--- config.mk ---
export PLATFORM = sky130hd
export DESIGN_NAME = wb_cmd_master
export DESIGN_NICKNAME = d
export VERILOG_FILES = /design/src/rtl/wb_cmd_master_pkg.sv /design/src/rtl/wb_timeout_ctr.sv /design/src/rtl/wb_cmd_master.sv
export SDC_FILE = /design/constraint.sdc
export NUM_CORES = 1
export LEC_CHECK = 0
export BUFFER_PORTS_ARGS = -buffer_cell sky130_fd_sc_hd__buf_2
export CELL_PAD_IN_SITES_DETAIL_PLACEMENT = 1
export CELL_PAD_IN_SITES_GLOBAL_PLACEMENT = 1
export CORE_UTILIZATION = 32
export CTS_CLUSTER_DIAMETER = 120
export DETAILED_ROUTE_END_ITERATION = 8
export GPL_TIMING_DRIVEN = 0
export HOLD_SLACK_MARGIN = 0.05
export MAX_ROUTING_LAYER = met4
export PLACE_DENSITY = 0.78
export SYNTH_ARGS = -nofsm -noshare
export SYNTH_HDL_FRONTEND = slang
export SYNTH_SLANG_ARGS = --single-unit
--- constraint.sdc ---
create_clock -name wb_clock_i -period 1.75 [get_ports wb_clock_i]
set_input_delay 0.35 -clock wb_clock_i [delete_from_list [all_inputs] [get_ports wb_clock_i]]
set_output_delay 0.35 -clock wb_clock_i [all_outputs]
set_load 0.1 [all_outputs]
--- src/rtl/wb_cmd_master_pkg.sv ---
// wb_cmd_master_pkg: shared FSM state type and Wishbone bus widths.
package wb_cmd_master_pkg;
   typedef enum logic [1:0] {IDLE, BUS, RESP} state_e;
   localparam int WB_ADDR_W = 32;
   localparam int WB_DATA_W = 32;
   localparam int WB_SEL_W  = 4;
endpackage

--- src/rtl/wb_timeout_ctr.sv ---
// wb_timeout_ctr: cycle counter with clear/enable; tc_o flags count == LIMIT-1.
module wb_timeout_ctr #(
   parameter int W     = 8,
   parameter int LIMIT = 255
) (
   input  logic clk_i,
   input  logic rst_i,
   input  logic clr_i,
   input  logic en_i,
   output logic tc_o
);
   localparam logic [W-1:0] TC_VAL = W'(LIMIT - 1);
   logic [W-1:0] cnt_q;
   always_ff @(posedge clk_i) begin
      if (rst_i || clr_i) cnt_q <= '0;
      else if (en_i)      cnt_q <= cnt_q + 1'b1;
   end
   assign tc_o = cnt_q == TC_VAL;
endmodule

--- src/rtl/wb_cmd_master.sv ---
// wb_cmd_master: valid/ready command stream to Wishbone classic single
// read/write cycles, one response per command, with a bus timeout.
module wb_cmd_master
   import wb_cmd_master_pkg::*;
#(
   parameter int TIMEOUT_CYCLES = 255,
   parameter int TIMEOUT_W      = 8
) (
   input  logic                 wb_clock_i,
   input  logic                 wb_reset_i,
   input  logic                 cmd_valid_i,
   output logic                 cmd_ready_o,
   input  logic                 cmd_we_i,
   input  logic [WB_ADDR_W-1:0] cmd_addr_i,
   input  logic [WB_DATA_W-1:0] cmd_data_i,
   input  logic [WB_SEL_W-1:0]  cmd_sel_i,
   output logic                 rsp_valid_o,
   input  logic                 rsp_ready_i,
   output logic [WB_DATA_W-1:0] rsp_data_o,
   output logic                 rsp_timeout_o,
   output logic                 wb_cyc_o,
   output logic                 wb_strobe_o,
   output logic                 wb_we_o,
   output logic [WB_ADDR_W-1:0] wb_addr_o,
   output logic [WB_DATA_W-1:0] wb_data_o,
   output logic [WB_SEL_W-1:0]  wb_sel_o,
   input  logic [WB_DATA_W-1:0] wb_data_i,
   input  logic                 wb_ack_i
);
   state_e               state_q;
   logic                 cmd_ready_q, cyc_q, we_q, rsp_valid_q, rsp_timeout_q;
   logic [WB_ADDR_W-1:0] addr_q;
   logic [WB_DATA_W-1:0] data_q, rsp_data_q;
   logic [WB_SEL_W-1:0]  sel_q;
   logic                 accept, tc;
   // cmd_ready_q is only ever high in IDLE, so it alone qualifies acceptance
   assign accept = cmd_ready_q & cmd_valid_i;
   wb_timeout_ctr #(.W(TIMEOUT_W), .LIMIT(TIMEOUT_CYCLES)) u_timeout (
      .clk_i (wb_clock_i),
      .rst_i (wb_reset_i),
      .clr_i (accept),
      .en_i  (state_q == BUS && !wb_ack_i),
      .tc_o  (tc)
   );
   always_ff @(posedge wb_clock_i) begin
      if (wb_reset_i) begin
         state_q       <= IDLE;
         cmd_ready_q   <= 1'b0;
         cyc_q         <= 1'b0;
         we_q          <= 1'b0;
         addr_q        <= '0;
         data_q        <= '0;
         sel_q         <= '0;
         rsp_valid_q   <= 1'b0;
         rsp_data_q    <= '0;
         rsp_timeout_q <= 1'b0;
      end else begin
         case (state_q)
            IDLE: begin
               if (accept) begin
                  cmd_ready_q <= 1'b0;
                  cyc_q       <= 1'b1;
                  we_q        <= cmd_we_i;
                  addr_q      <= cmd_addr_i;
                  data_q      <= cmd_data_i;
                  sel_q       <= cmd_sel_i;
                  state_q     <= BUS;
               end else cmd_ready_q <= 1'b1;
            end
            BUS: begin
               // ack beats a simultaneous terminal count
               if (wb_ack_i || tc) begin
                  cyc_q         <= 1'b0;
                  rsp_valid_q   <= 1'b1;
                  rsp_data_q    <= (wb_ack_i && !we_q) ? wb_data_i : '0;
                  rsp_timeout_q <= !wb_ack_i;
                  state_q       <= RESP;
               end
            end
            RESP: begin
               if (rsp_ready_i) begin
                  rsp_valid_q   <= 1'b0;
                  rsp_data_q    <= '0;
                  rsp_timeout_q <= 1'b0;
                  cmd_ready_q   <= 1'b1;
                  state_q       <= IDLE;
               end
            end
            default: state_q <= IDLE;
         endcase
      end
   end
   assign cmd_ready_o   = cmd_ready_q;
   assign rsp_valid_o   = rsp_valid_q;
   assign rsp_data_o    = rsp_data_q;
   assign rsp_timeout_o = rsp_timeout_q;
   assign wb_cyc_o      = cyc_q;
   assign wb_strobe_o   = cyc_q;
   assign wb_we_o       = we_q;
   assign wb_addr_o     = addr_q;
   assign wb_data_o     = data_q;
   assign wb_sel_o      = sel_q;
endmodule

---- Word-level counts from Yosys, hierarchy flattened ----
Cells that the tools add are included.
operators by class
  add/sub/neg operators ................... 1
  multipliers ............................. 0
  muxes and demuxes ....................... 19
  eq/ne operators ......................... 6
  divide/modulo/power cells ............... 0
  bitwise gates (word level) .............. 1
  shift operators ......................... 0
  reductions and logical operators ........ 15
  magnitude comparators ................... 0
operators with widths
  kind                                                                      number
  32-bit two-way mux                                                        3
  32-bit one-hot mux with 2 select lines                                    1
  3-bit AND reduction                                                       3
  8-bit by 1-bit adder with 8-bit output (second input constant)            1
  8-bit == test (second input constant)                                     1
  1-bit one-hot mux with 2 select lines                                     4
  1-bit two-way mux                                                         7
  2-bit two-way mux                                                         3
  2-bit one-hot mux with 3 select lines                                     1
  2-bit nonzero test                                                        3
  2-bit by 1-bit inequality test with 1-bit output (second input constant)  2
  2-bit AND reduction                                                       2
  2-bit by 1-bit == test with 1-bit output (second input constant)          1
  2-bit == test (second input constant)                                     1
  1-bit logical AND                                                         2
  1-bit zero test                                                           2
  2-bit zero test                                                           1
  1-bit logical OR                                                          2
  2-bit inequality test (second input constant)                             1
  1-bit AND                                                                 1
word-level totals
  bits of input ports ..................... 106
  bits in read-only memories .............. 0
  register bits after elaboration ......... 115
  memories ................................ 0
  logic and storage cells ................. 53
  memory bits (writable) .................. 0
  output and inout port bits .............. 106
  bits in latches ......................... 0

---- Longest topological paths before layout ----
  depth in word-level cells ............... 5
  mapped depth ............................ 6
  gate-level depth less buffers ........... 5

---- By module ----
A second synthesis with hierarchy kept.
unflattened totals
  cells, all modules ...................... 445
  area, all modules ....................... 4007.6 um2
modules (own cells, without submodules)
  module          cells an instance  times used  area an instance (um2)  seq. area each (um2)
  wb_cmd_master   403                1           3638.5                  2142.1
  wb_timeout_ctr  42                 1           369.1                   160.2

---- Least setup slack after synthesis ----
Ideal clock, no wire load.
  path type ............................... reg2reg
  start ................................... register cmd_ready_q, in the netlist cmd_ready_o
  end ..................................... register data_q[17], in the netlist wb_data_o[17]
  path buffers ............................ 2
  library setup time ...................... 0.070 ns
  slack ................................... -0.158 ns
  data required time ...................... 1.680 ns
  period minus slack after synthesis ...... 1.908 ns
  data arrival time ....................... 1.837 ns
  stages on the path, launching flop included .. 6
  cells stage by stage .................... dfxtp_1 > nor4bb_1 > clkbuf_1 > buf_2 > nand2_1 > a21oi_1
between the ends
  cells in the longest elaborated chain, start to end .. 2
ends and longest elaborated chain
  item                           line                 text
  from (decl)                    wb_cmd_master.sv:31  logic cmd_ready_q, cyc_q, we_q, rsp_valid_q, rsp_timeout_q;
  from (signal assigned)         wb_cmd_master.sv:48  cmd_ready_q <= 1'b0;
  from (signal assigned)         wb_cmd_master.sv:61  cmd_ready_q <= 1'b0;
  from (signal assigned)         wb_cmd_master.sv:68  end else cmd_ready_q <= 1'b1;
  1-bit AND                      wb_cmd_master.sv:37  assign accept = cmd_ready_q & cmd_valid_i;
  2-bit AND reduction (no line)  n/a
  to (signal assigned)           wb_cmd_master.sv:65  data_q <= cmd_data_i;
  to (decl)                      wb_cmd_master.sv:33  logic [WB_DATA_W-1:0] data_q, rsp_data_q;
No other way between the ends.
A chain may end at the register's enable or synchronous reset.

---- Worst setup path after layout ----
  start ................................... register u_timeout.cnt_q[0]
  end ..................................... register rsp_data_q[22], in the netlist rsp_data_o[22]
between the ends
  cells in the longest elaborated chain, start to end .. 4
ends and longest elaborated chain
  item                                                        line                  text
  from (decl)                                                 wb_timeout_ctr.sv:13  logic [W-1:0] cnt_q;
  from (signal assigned)                                      wb_timeout_ctr.sv:16  else if (en_i) cnt_q <= cnt_q + 1'b1;
  8-bit == test                                               wb_timeout_ctr.sv:18  assign tc_o = cnt_q == TC_VAL;
  1-bit logical OR                                            wb_cmd_master.sv:72   if (wb_ack_i || tc) begin
  2-bit by 1-bit inequality test with 1-bit output (no line)  n/a
  3-bit AND reduction (no line)                               n/a
  to (signal assigned)                                        wb_cmd_master.sv:75   rsp_data_q <= (wb_ack_i && !we_q) ? wb_data_i : '0;
  to (decl)                                                   wb_cmd_master.sv:33
No other way between the ends.

==> impl_metrics.tcl <==
set metrics [dict create \
    drt_iter0_markers 246 \
    drive_gt1_share_pct 35.6 \
    grtUsageTotal_pct 22.0 \
    routed_via_density 4.94 \
    synth_top_family_by_area "compound AO/OA/AOI/OAI gates" \
    synthCells 530 \
    cp.arrival_ns 1.98 \
    slew_headroom_pct 62.3 \
    grt-ovfl-total 0 \
    r2r_setup_slack_ns 0.08 \
    fp.dieArea_um2 14000 \
    initial_core_util_pct 32.8 \
    grt_pass1_wl_mm 23.5 \
    insertion_delay_ns 0.42 \
    cts_made_buffers 17 \
    synth_xor_area_share_pct 0.202 \
    yosysSeqAreaShare_pct 53.0 \
    hp-class "input port to register" \
    slowest_delay_ns 0.36 \
    yosysTopAreaCell "dfxtp_1" \
    p_per_area_nw_per_um2 1230 \
    yosysWarningCount 0 \
    gp_congestion 0.778 \
    antenna_found_initial 0 \
    dr_total_vias 4669 \
    crit_slowest_cell "dfxtp_2" \
    reg2reg_to "rsp_data_o[22]" \
    hold_start "cmd_addr_i[11]" \
    path_class "register to register" \
    maxCapViolations 0 \
    crit_path_end_kind "register" \
    detailedPlace.worstSlack_ns -0.258 \
    drc 0 \
    r2r.worst_path.cells 6 \
    dp_hpwl_mm 10.8 \
    drtPass1Iterations 4 \
    coreArea_um2 13200 \
    die_h_um 118 \
    first_global_vias 4820 \
    cp_data_required_time_ns 2.06 \
    synth-seq-cells 115 \
    fin_hold_ws_ns 0.173 \
    wl_per_cell_um 15.5 \
    drv_slew 0 \
    avgSynthCellArea_um2 8.19 \
    cp_max_fo 10 \
    max_freq_mhz 599 \
    hold_depth 3 \
    synthDistinctLibCells 34 \
    tightest_slew_ns 0.564 \
    ant_nets 0 \
    r2r_start "u_timeout.cnt_q[0]" \
    grt_max_degree 17 \
    fin_crit_ns 1.67 \
    cts.clk_slew.worst_paths_ns 0.05 \
    die_w_um 118 \
    hold_violations 0 \
    clock_sinks 115 \
    setup_viol 0 \
    syn_area_um2 4340 \
    min_to "wb_addr_o[11]" \
    syn_nets 638 \
    skew_ns 0.0106 \
    yosys.area_share.simple_pct 20.1 \
    synth_compound_area_share_pct 21.0 \
    post_cts_buffers 0 \
    outcome "complete, no violations" \
    synth_area_leaders "dfxtp_1, nand2_1, a21oi_1" \
    crit_chain "inv_1 > ha_1 > and3_1 > a21o_1 > buf_2 > a311oi_1" \
    drt_wl_total_mm 14.6 \
    cts-root-buf "clkbuf_16" \
    period_share_pct 95.5 \
    cts_tree "yes" \
    cts-htree-levels 4 \
    final_cell_mix "buf_2, nand2_1, dfxtp_1, a21oi_1, a311oi_1" \
    synth_fa_ha_area_share_pct 0.577 \
    io_buffers 210 \
    yosysTopAreaCellShare_pct 53.0 \
    rows 42 \
    layout.nets 867 \
    p_leak_nw 2.72 \
    area_growth_pct 43.8 \
    ctsHoldBuffers 0 \
    fin_ws_ns 0.0795 \
    diodes 0 \
    synth_mux_area_share_pct 0.231 \
    io_pins 212 \
    crit_path_start_kind "register" \
    layout_commonest_cell "buf_2" \
    peakVddDrop_mv 0.556 \
    cts_buffer_depth 2 \
]
## worst max-delay path, delay by kind of cell, from the launching register on
kind                     cells  cell delay [ns]
AO/OA/AOI/OAI                2             0.51
flip-flops                   1             0.36
buffers and inverters        2             0.29
AND/OR/NAND/NOR              1             0.21
adder cells (fa/ha/maj)      1             0.20
## power breakdown
part	switching [mW]	internal, mW	total, mW	leakage, nW
clock network	1.14	2.23	3.36	0.276
registers	0.0640	2.74	2.80	0.935
logic	1.19	0.298	1.49	1.51
total	2.39	5.26	7.65	2.72
## synthesized netlist by cell type (all sizes together)
cell	number
and4bb	1
nor3b	1
or3	3
dfxtp	115
nand3	3
a21o	1
nor4bb	1
o21ai	4
o221a	1
nor4	2
nand3b	1
inv	3
nand2b	4
nand2	180
a21boi	1
nand4bb	2
a21oi	111
or3b	1
ha	2
and4	1
and3	1
nand4	2
a311oi	32
xor2	1
or4	1
clkbuf	21
mux2i	1
o31ai	2
a211oi	2
nor3	1
nor2	4
buf	24
## stage by stage
stage	TNS (ns)	std cells	cell area [µm²]	util (%)	power (mW)
after floorplan	0	530	4340	-	3.97
after detailed placement	-11.51	916	5610	42.4	4.33
after CTS	0	946	6200	46.8	7.72
after global routing	-0.0799	946	6240	47.1	7.95
final	0	946	6240	47.1	7.65
after global placement	-7.67	916	5610	42.4	4.30
## how the worst max path moves through the flow
stage,slack (ns),start,cells after the start,to
global route,-0.02,state_q[1],5,rsp_data_o[20]
detailed placement,-0.26,wb_reset_i,4,wb_addr_o[25]
floorplan,0.03,wb_cyc_o,1,wb_strobe_o
global placement,-0.21,wb_reset_i,4,wb_we_o
finish,0.08,u_timeout.cnt_q[0],6,rsp_data_o[22]
CTS,0.009,u_timeout.cnt_q[0],6,rsp_data_o[22]
## cell families after synthesis
| kind of cell | count (synthesis) |
|---|---|
| XOR/XNOR | 1 |
| AO/OA/AOI/OAI | 154 |
| buffers and inverters | 48 |
| multiplexers | 1 |
| AND/OR/NAND/NOR | 209 |
| flip-flops | 115 |
| adder cells (fa/ha/maj) | 2 |
## repair_timing
| action | 4_1_cts | 5_1_grt |
|---|---|---|
| endpoints found under the setup margin | 71 | 96 |
| cloned | 0 | 0 |
| resized for setup | 9 | 17 |
| pin swaps | 0 | 0 |
## state kept, by name, summed over array words and instances, names as in the netlist
register and cells:
wb_cyc_o 1, wb_sel_o 4, u_timeout.cnt_q 8, wb_data_o 32
cmd_ready_o 1, rsp_data_o 32, state_q 2, rsp_timeout_o 1
wb_addr_o 32, rsp_valid_o 1, wb_we_o 1
## metal layers
layer,GRT usage [%],vias up,wire (µm)
li1,-,2290,-
met1,23.9,2181,6020
met2,37.2,163,7380
met3,6.61,35,812
met4,9.73,0,414
met5,-,-,0
## final cells by class
cell class              instances  area [µm²]
plain buffers                  45         236
clock buffers                  26         499
clock inverters                 4        72.6
fillers                      1707        7000
inverters                       3        11.3
multi-input cells             367        1850
flip-flops and latches        115        2310
well taps                     176         220
repair buffers                210        1050
Power figures use the tool's default switching activity.
